==> src/rtl/output_quant_fifo.sv <==
// output_quant_fifo: requantising output FIFO with frame FSM; define OUTPUT_QUANT_SATURATE_EN to clamp instead of wrap
module output_quant_fifo #(
    parameter int IO_DATA_WIDTH      = 16,
    parameter int ACCUMULATION_WIDTH = 32,
    parameter int FEATURE_MAP_WIDTH  = 64,
    parameter int FEATURE_MAP_HEIGHT = 64,
    parameter int OUTPUT_NB_CHANNELS = 32,
    parameter int FIFO_DEPTH         = 8,
    parameter int OUT_SHIFT          = 0,
    localparam int XW = $clog2(FEATURE_MAP_WIDTH),
    localparam int YW = $clog2(FEATURE_MAP_HEIGHT),
    localparam int CW = $clog2(OUTPUT_NB_CHANNELS),
    localparam int LW = $clog2(FIFO_DEPTH) + 1
) (
    input  logic                                 clk,
    input  logic                                 rst_in,
    input  logic                                 start,
    input  logic                                 in_valid,
    output logic                                 in_ready,
    input  logic signed [ACCUMULATION_WIDTH-1:0] in_data,
    input  logic [XW-1:0]                        in_x,
    input  logic [YW-1:0]                        in_y,
    input  logic [CW-1:0]                        in_ch,
    output logic                                 out_valid,
    input  logic                                 out_ready,
    output logic [IO_DATA_WIDTH-1:0]             out_data,
    output logic [XW-1:0]                        out_x,
    output logic [YW-1:0]                        out_y,
    output logic [CW-1:0]                        out_ch,
    output logic                                 running,
    output logic                                 done,
    output logic [LW-1:0]                        fill_level
);
    localparam int AW    = $clog2(FIFO_DEPTH);
    localparam int TOTAL = FEATURE_MAP_WIDTH * FEATURE_MAP_HEIGHT * OUTPUT_NB_CHANNELS;
    localparam int NW    = $clog2(TOTAL + 1);

    typedef enum logic [1:0] {IDLE, RUN, DRAIN} state_t;

    state_t                   state;
    logic [NW-1:0]            cnt;
    logic [AW-1:0]            wr_ptr, rd_ptr;
    logic [IO_DATA_WIDTH-1:0] mem_d [FIFO_DEPTH];
    logic [XW-1:0]            mem_x [FIFO_DEPTH];
    logic [YW-1:0]            mem_y [FIFO_DEPTH];
    logic [CW-1:0]            mem_c [FIFO_DEPTH];
    logic                     push, pop;
    logic [LW-1:0]            fill_nxt;
    logic [IO_DATA_WIDTH-1:0] q;

`ifdef OUTPUT_QUANT_SATURATE_EN
    localparam logic signed [ACCUMULATION_WIDTH-1:0] QMAX =
        {{(ACCUMULATION_WIDTH-IO_DATA_WIDTH+1){1'b0}}, {(IO_DATA_WIDTH-1){1'b1}}};
    localparam logic signed [ACCUMULATION_WIDTH-1:0] QMIN =
        {{(ACCUMULATION_WIDTH-IO_DATA_WIDTH+1){1'b1}}, {(IO_DATA_WIDTH-1){1'b0}}};
    logic signed [ACCUMULATION_WIDTH-1:0] shifted;
    assign shifted = in_data >>> OUT_SHIFT;
    assign q = shifted > QMAX ? QMAX[IO_DATA_WIDTH-1:0] :
               shifted < QMIN ? QMIN[IO_DATA_WIDTH-1:0] : shifted[IO_DATA_WIDTH-1:0];
`else
    assign q = IO_DATA_WIDTH'(in_data >>> OUT_SHIFT);
`endif

    // no bypass: a full FIFO refuses input even when it is popped in the same cycle
    assign in_ready  = state == RUN && fill_level < LW'(FIFO_DEPTH);
    assign out_valid = fill_level != '0;
    assign push      = in_valid && in_ready;
    assign pop       = out_valid && out_ready;
    assign fill_nxt  = fill_level + LW'(push) - LW'(pop);
    assign running   = state != IDLE;
    assign out_data  = out_valid ? mem_d[rd_ptr] : '0;
    assign out_x     = out_valid ? mem_x[rd_ptr] : '0;
    assign out_y     = out_valid ? mem_y[rd_ptr] : '0;
    assign out_ch    = out_valid ? mem_c[rd_ptr] : '0;

    always_ff @(posedge clk) begin
        if (push) begin
            mem_d[wr_ptr] <= q;
            mem_x[wr_ptr] <= in_x;
            mem_y[wr_ptr] <= in_y;
            mem_c[wr_ptr] <= in_ch;
        end
    end

    always_ff @(posedge clk) begin
        if (rst_in) begin
            state      <= IDLE;
            cnt        <= '0;
            wr_ptr     <= '0;
            rd_ptr     <= '0;
            fill_level <= '0;
            done       <= 1'b0;
        end else begin
            fill_level <= fill_nxt;
            if (push) begin
                wr_ptr <= wr_ptr + AW'(1);
                cnt    <= cnt + NW'(1);
            end
            if (pop)
                rd_ptr <= rd_ptr + AW'(1);
            // done and the fall of running share the edge on which the FIFO empties in DRAIN
            done <= state == DRAIN && fill_nxt == '0;
            case (state)
                IDLE: if (start) begin
                    state <= RUN;
                    cnt   <= '0;
                end
                RUN:     if (push && cnt == NW'(TOTAL - 1)) state <= DRAIN;
                DRAIN:   if (fill_nxt == '0) state <= IDLE;
                default: state <= IDLE;
            endcase
        end
    end
endmodule
==> config.mk <==
export PLATFORM = sky130hd
export DESIGN_NAME = output_quant_fifo
export DESIGN_NICKNAME = d
export VERILOG_FILES = /design/src/rtl/output_quant_fifo.sv
export SDC_FILE = /design/constraint.sdc
export NUM_CORES = 1
export LEC_CHECK = 0
export ABC_AREA = 1
export CAP_MARGIN = 5
export CORE_UTILIZATION = 55
export DETAILED_ROUTE_END_ITERATION = 16
export PLACE_DENSITY = 0.76
export SLEW_MARGIN = 0
export SYNTH_ARGS = -nofsm -noshare
export SYNTH_HDL_FRONTEND = slang
export SYNTH_SLANG_ARGS = --single-unit
export TNS_END_PERCENT = 1
==> constraint.sdc <==
create_clock -name clk -period 5.2 [get_ports clk]
set_input_delay 1.3 -clock clk [delete_from_list [all_inputs] [get_ports clk]]
set_output_delay 1.3 -clock clk [all_outputs]
set_load 0.01 [all_outputs]
==> summary.md <==
| Metric | Value |
|---|---|
| Nature of the critical path startpoint | `register` |
| Antenna Violating Nets Remaining | `0` |
| Hold buffers post-CTS | `0` |
| Synth area leaders | `edfxtp_1 (66%), nor2_1 (8.4%), o21ai_0 (6.7%)` |
| Clk_skew | `0.01324 ns` |
| Vias in the first global route | `7531` |
| CTS resizes | `0` |
| Main combinational cell family by area after synthesis | `compound AO/OA/AOI/OAI gates` |
| Setup crit end kind | `output pin` |
| Sink Count | `298` |
| Post-synth cell types | `35` |
| Warnings, synthesis | `0` |
| RePlAce Congestion | `approximately 0.77` |
| I/O pins | `95` |
| DR vias | `a little under 8k` |
| IR drop worst, VDD | `0.0002954 V` |
| Reg clk slew, reported paths | `approximately 0.06 ns` |
| CTS tree | `built` |
| Later-pin clock latency in the skew report | `roughly 0.55 ns` |
| Clock Path Buffers | `3` |
| 1st-iter DRT viols | `~670` |
| TNS Setup | `0 ns` |
| Die width | `149.8 um` |
| Post-CTS Repair Setup Buffers | `0` |
| HPWL after detailed placement | `around 13000 um` |
| M1 wire length | `about 9900 um` |
| Overall power | `between 6 and 7 mW` |
| Post-Synthesis Cells | `1024` |
| Placed cell count | `1339` |
| Avg WL per Cell | `approximately 17 um` |
| Slew @ Worst Pin | `around 0.67 ns` |
| Xor/xnor cell area share of the yosys netlist | `0.2188%` |
| Post-synthesis register bit count | `between 200 and 300` |
| Final min period | `4.626 ns` |
| Post-Layout Cell Count | `1394` |
| Starting Density | `56.60%` |
| Initial antenna violation count | `0` |
| Vias per cell | `~5.6` |
| Core ar. | `approximately 21000 sq um` |
| Post-Syn Area per Cell | `between 10 and 15 sq um` |
| Rows | `53` |
| Drt drc | `0` |
| Routed wire length | `between 20000 and 25000 um` |
| Setup violators final | `0` |
| Hold WC Path Type | `reg -> reg` |
| NumNets Final | `approximately 1.2k` |
| WP data required | `3.90 ns` |
| Synth top area share | `between 60 and 70%` |
| Utilization after layout | `66.46%` |
| Hold Vio Cnt, Final | `0` |
| Total grt overflow | `0` |
| Synth Area in Adders | `less than 1%` |
| H-tree levels | `1` |
| Fraction of layout cells with a size suffix above 1 | `under 10%` |
| Drt pass-1 iters | `5` |
| WL met3 | `1392 um` |
| Die extent in y | `approximately 150 um` |
| Compound-gate portion of the synthesized area | `between 10% and 20%` |
| Area Growth Syn to Fin | `17.42%` |
| Most frequent cells in the layout | `edfxtp_1 (264), nor2_1 (260), o21ai_0 (160)` |
| Pin count of the biggest net entering global routing | `between 60 and 70` |
| Diode count | `0` |
| Multiplexer share of the synthesized area | `0%` |
| Period utilization | `88.97%` |
| Top Layer Used | `met4` |
| Synth Net Count | `approximately 1.1k` |
| Leakage | `around 4.7 nW` |
| Gr usage total | `between 20 and 25%` |
| Unrepaired setup endpoints after global routing | `no` |
| Critical path fanouts, max | `62` |
| First-pass GRT wire length | `~38000 um` |
| Max Cap Violations | `0` |
| Critical Path AT | `around 3.3 ns` |
| Post-Syn Area | `between 10000 and 15000 sq um` |
| WS Path Type | `reg -> out` |
| Largest area contributor in the netlist | `edfxtp_1` |
| Max_slew headroom | `a little under three fifths` |
| Pwr/cell area | `roughly 470 nW/um^2` |
| Num CTS Buffers | `30` |
| Fill count | `1498` |
| Synth Area in Simple Gates | `11.50%` |
| # port buffers | `78` |
| Routed wl met2 | `12130 um` |
| Die Area | `22430 sq um` |
| Root Driver | `clkbuf_16` |
| Status | `completed` |
| Sequential area share after synthesis | `just over 70%` |
| Maximum clock rate | `roughly 0.22 GHz` |
| Most common cell after layout, fill and taps aside | `edfxtp_1` |
| Slew Viols, Final | `0` |
## area by class of cell
class	instances	area, sq um	area share, %
clock buffers	32	779.5	5.527
clock inverters	23	265.3	1.881
inverters	48	182.7	1.295
multi-input cells	621	2979	21.12
flip-flops and latches	298	8616	61.09
well taps	275	344.1	2.440
repair buffers	97	935.9	6.636
## routing by layer
layer  global-route usage [%]  vias up
met5                   0.9091        -
met4                    8.687        0
met3                    3.841       53
met2                    38.22      233
met1                    27.94     3692
li1                         -     3762
## kinds of logic (layout without fill, tap and decap cells)
logic type / Yosys count / after routing
AOI/OAI and AO/OA: 270 / 270
xor gates and xnor gates: 3 / 3
adders and majority gates: 8 / 8
buffers and inverters: 105 / 200
DFF: 298 / 298
and+or+nand+nor: 340 / 340
## sequential cells by signal, indices dropped and copies added (netlist names), named ones only
| register | count |
|---|---|
| done | 1 |
| mem_d | 128 |
| rd_ptr | 3 |
| cnt | 18 |
| state | 2 |
| mem_c | 40 |
| mem_x | 48 |
| mem_y | 48 |
| wr_ptr | 3 |
| fill_level | 4 |
## synthesized netlist by cell type, drive strengths merged
cell type / n
buf: 30
nor4: 2
nand2: 43
ha: 7
o21ai: 212
dfxtp: 34
o211ai: 1
a31oi: 34
clkbuf: 27
nor2: 274
fa: 1
nand4: 5
nor3: 4
o21a: 1
edfxtp: 264
inv: 48
a21oi: 20
nand3: 8
nor3b: 3
or2: 1
o21bai: 1
a211oi: 1
xnor2: 3
## power by group
group / switching, mW / internal [mW] / total [mW]
sequential: 0.0998 / 2.65 / 2.75
combinational: 0.927 / 0.696 / 1.62
clock: 0.883 / 1.34 / 2.22
## critical path, cell delays in order (launching register included)
cell and delay, ns:
dfxtp_4 0.77, inv_1 0.51, buf_4 0.38, nor2_1 0.13, o21ai_0 0.08, a31oi_1 0.28, clkdlybuf4s50_1 0.59
## stage by stage
stage          area [sq um]  setup WS [ns]  hold slack [ns]
2_1_floorplan         12010          1.627           0.4371
3_3_place_gp          13060          1.170           0.4504
3_5_place_dp          13060          1.150           0.4713
4_1_cts               14100         0.5126           0.4790
5_1_grt               14100         0.3811           0.4911
6_report              14100         0.5735           0.4762
## path summary, 6_finish.rpt
check	from	endpoint	slack [ns]	cells after the start
worst max-delay path	register	out_x[0]	0.57	6
worst min-delay path	cnt[2]	cnt[2]	0.48	2
worst max register to register	fill_level[3]	done	2.12	15
worst min register to register	cnt[2]	cnt[2]	0.48	2
Power figures use the tool's default switching activity.
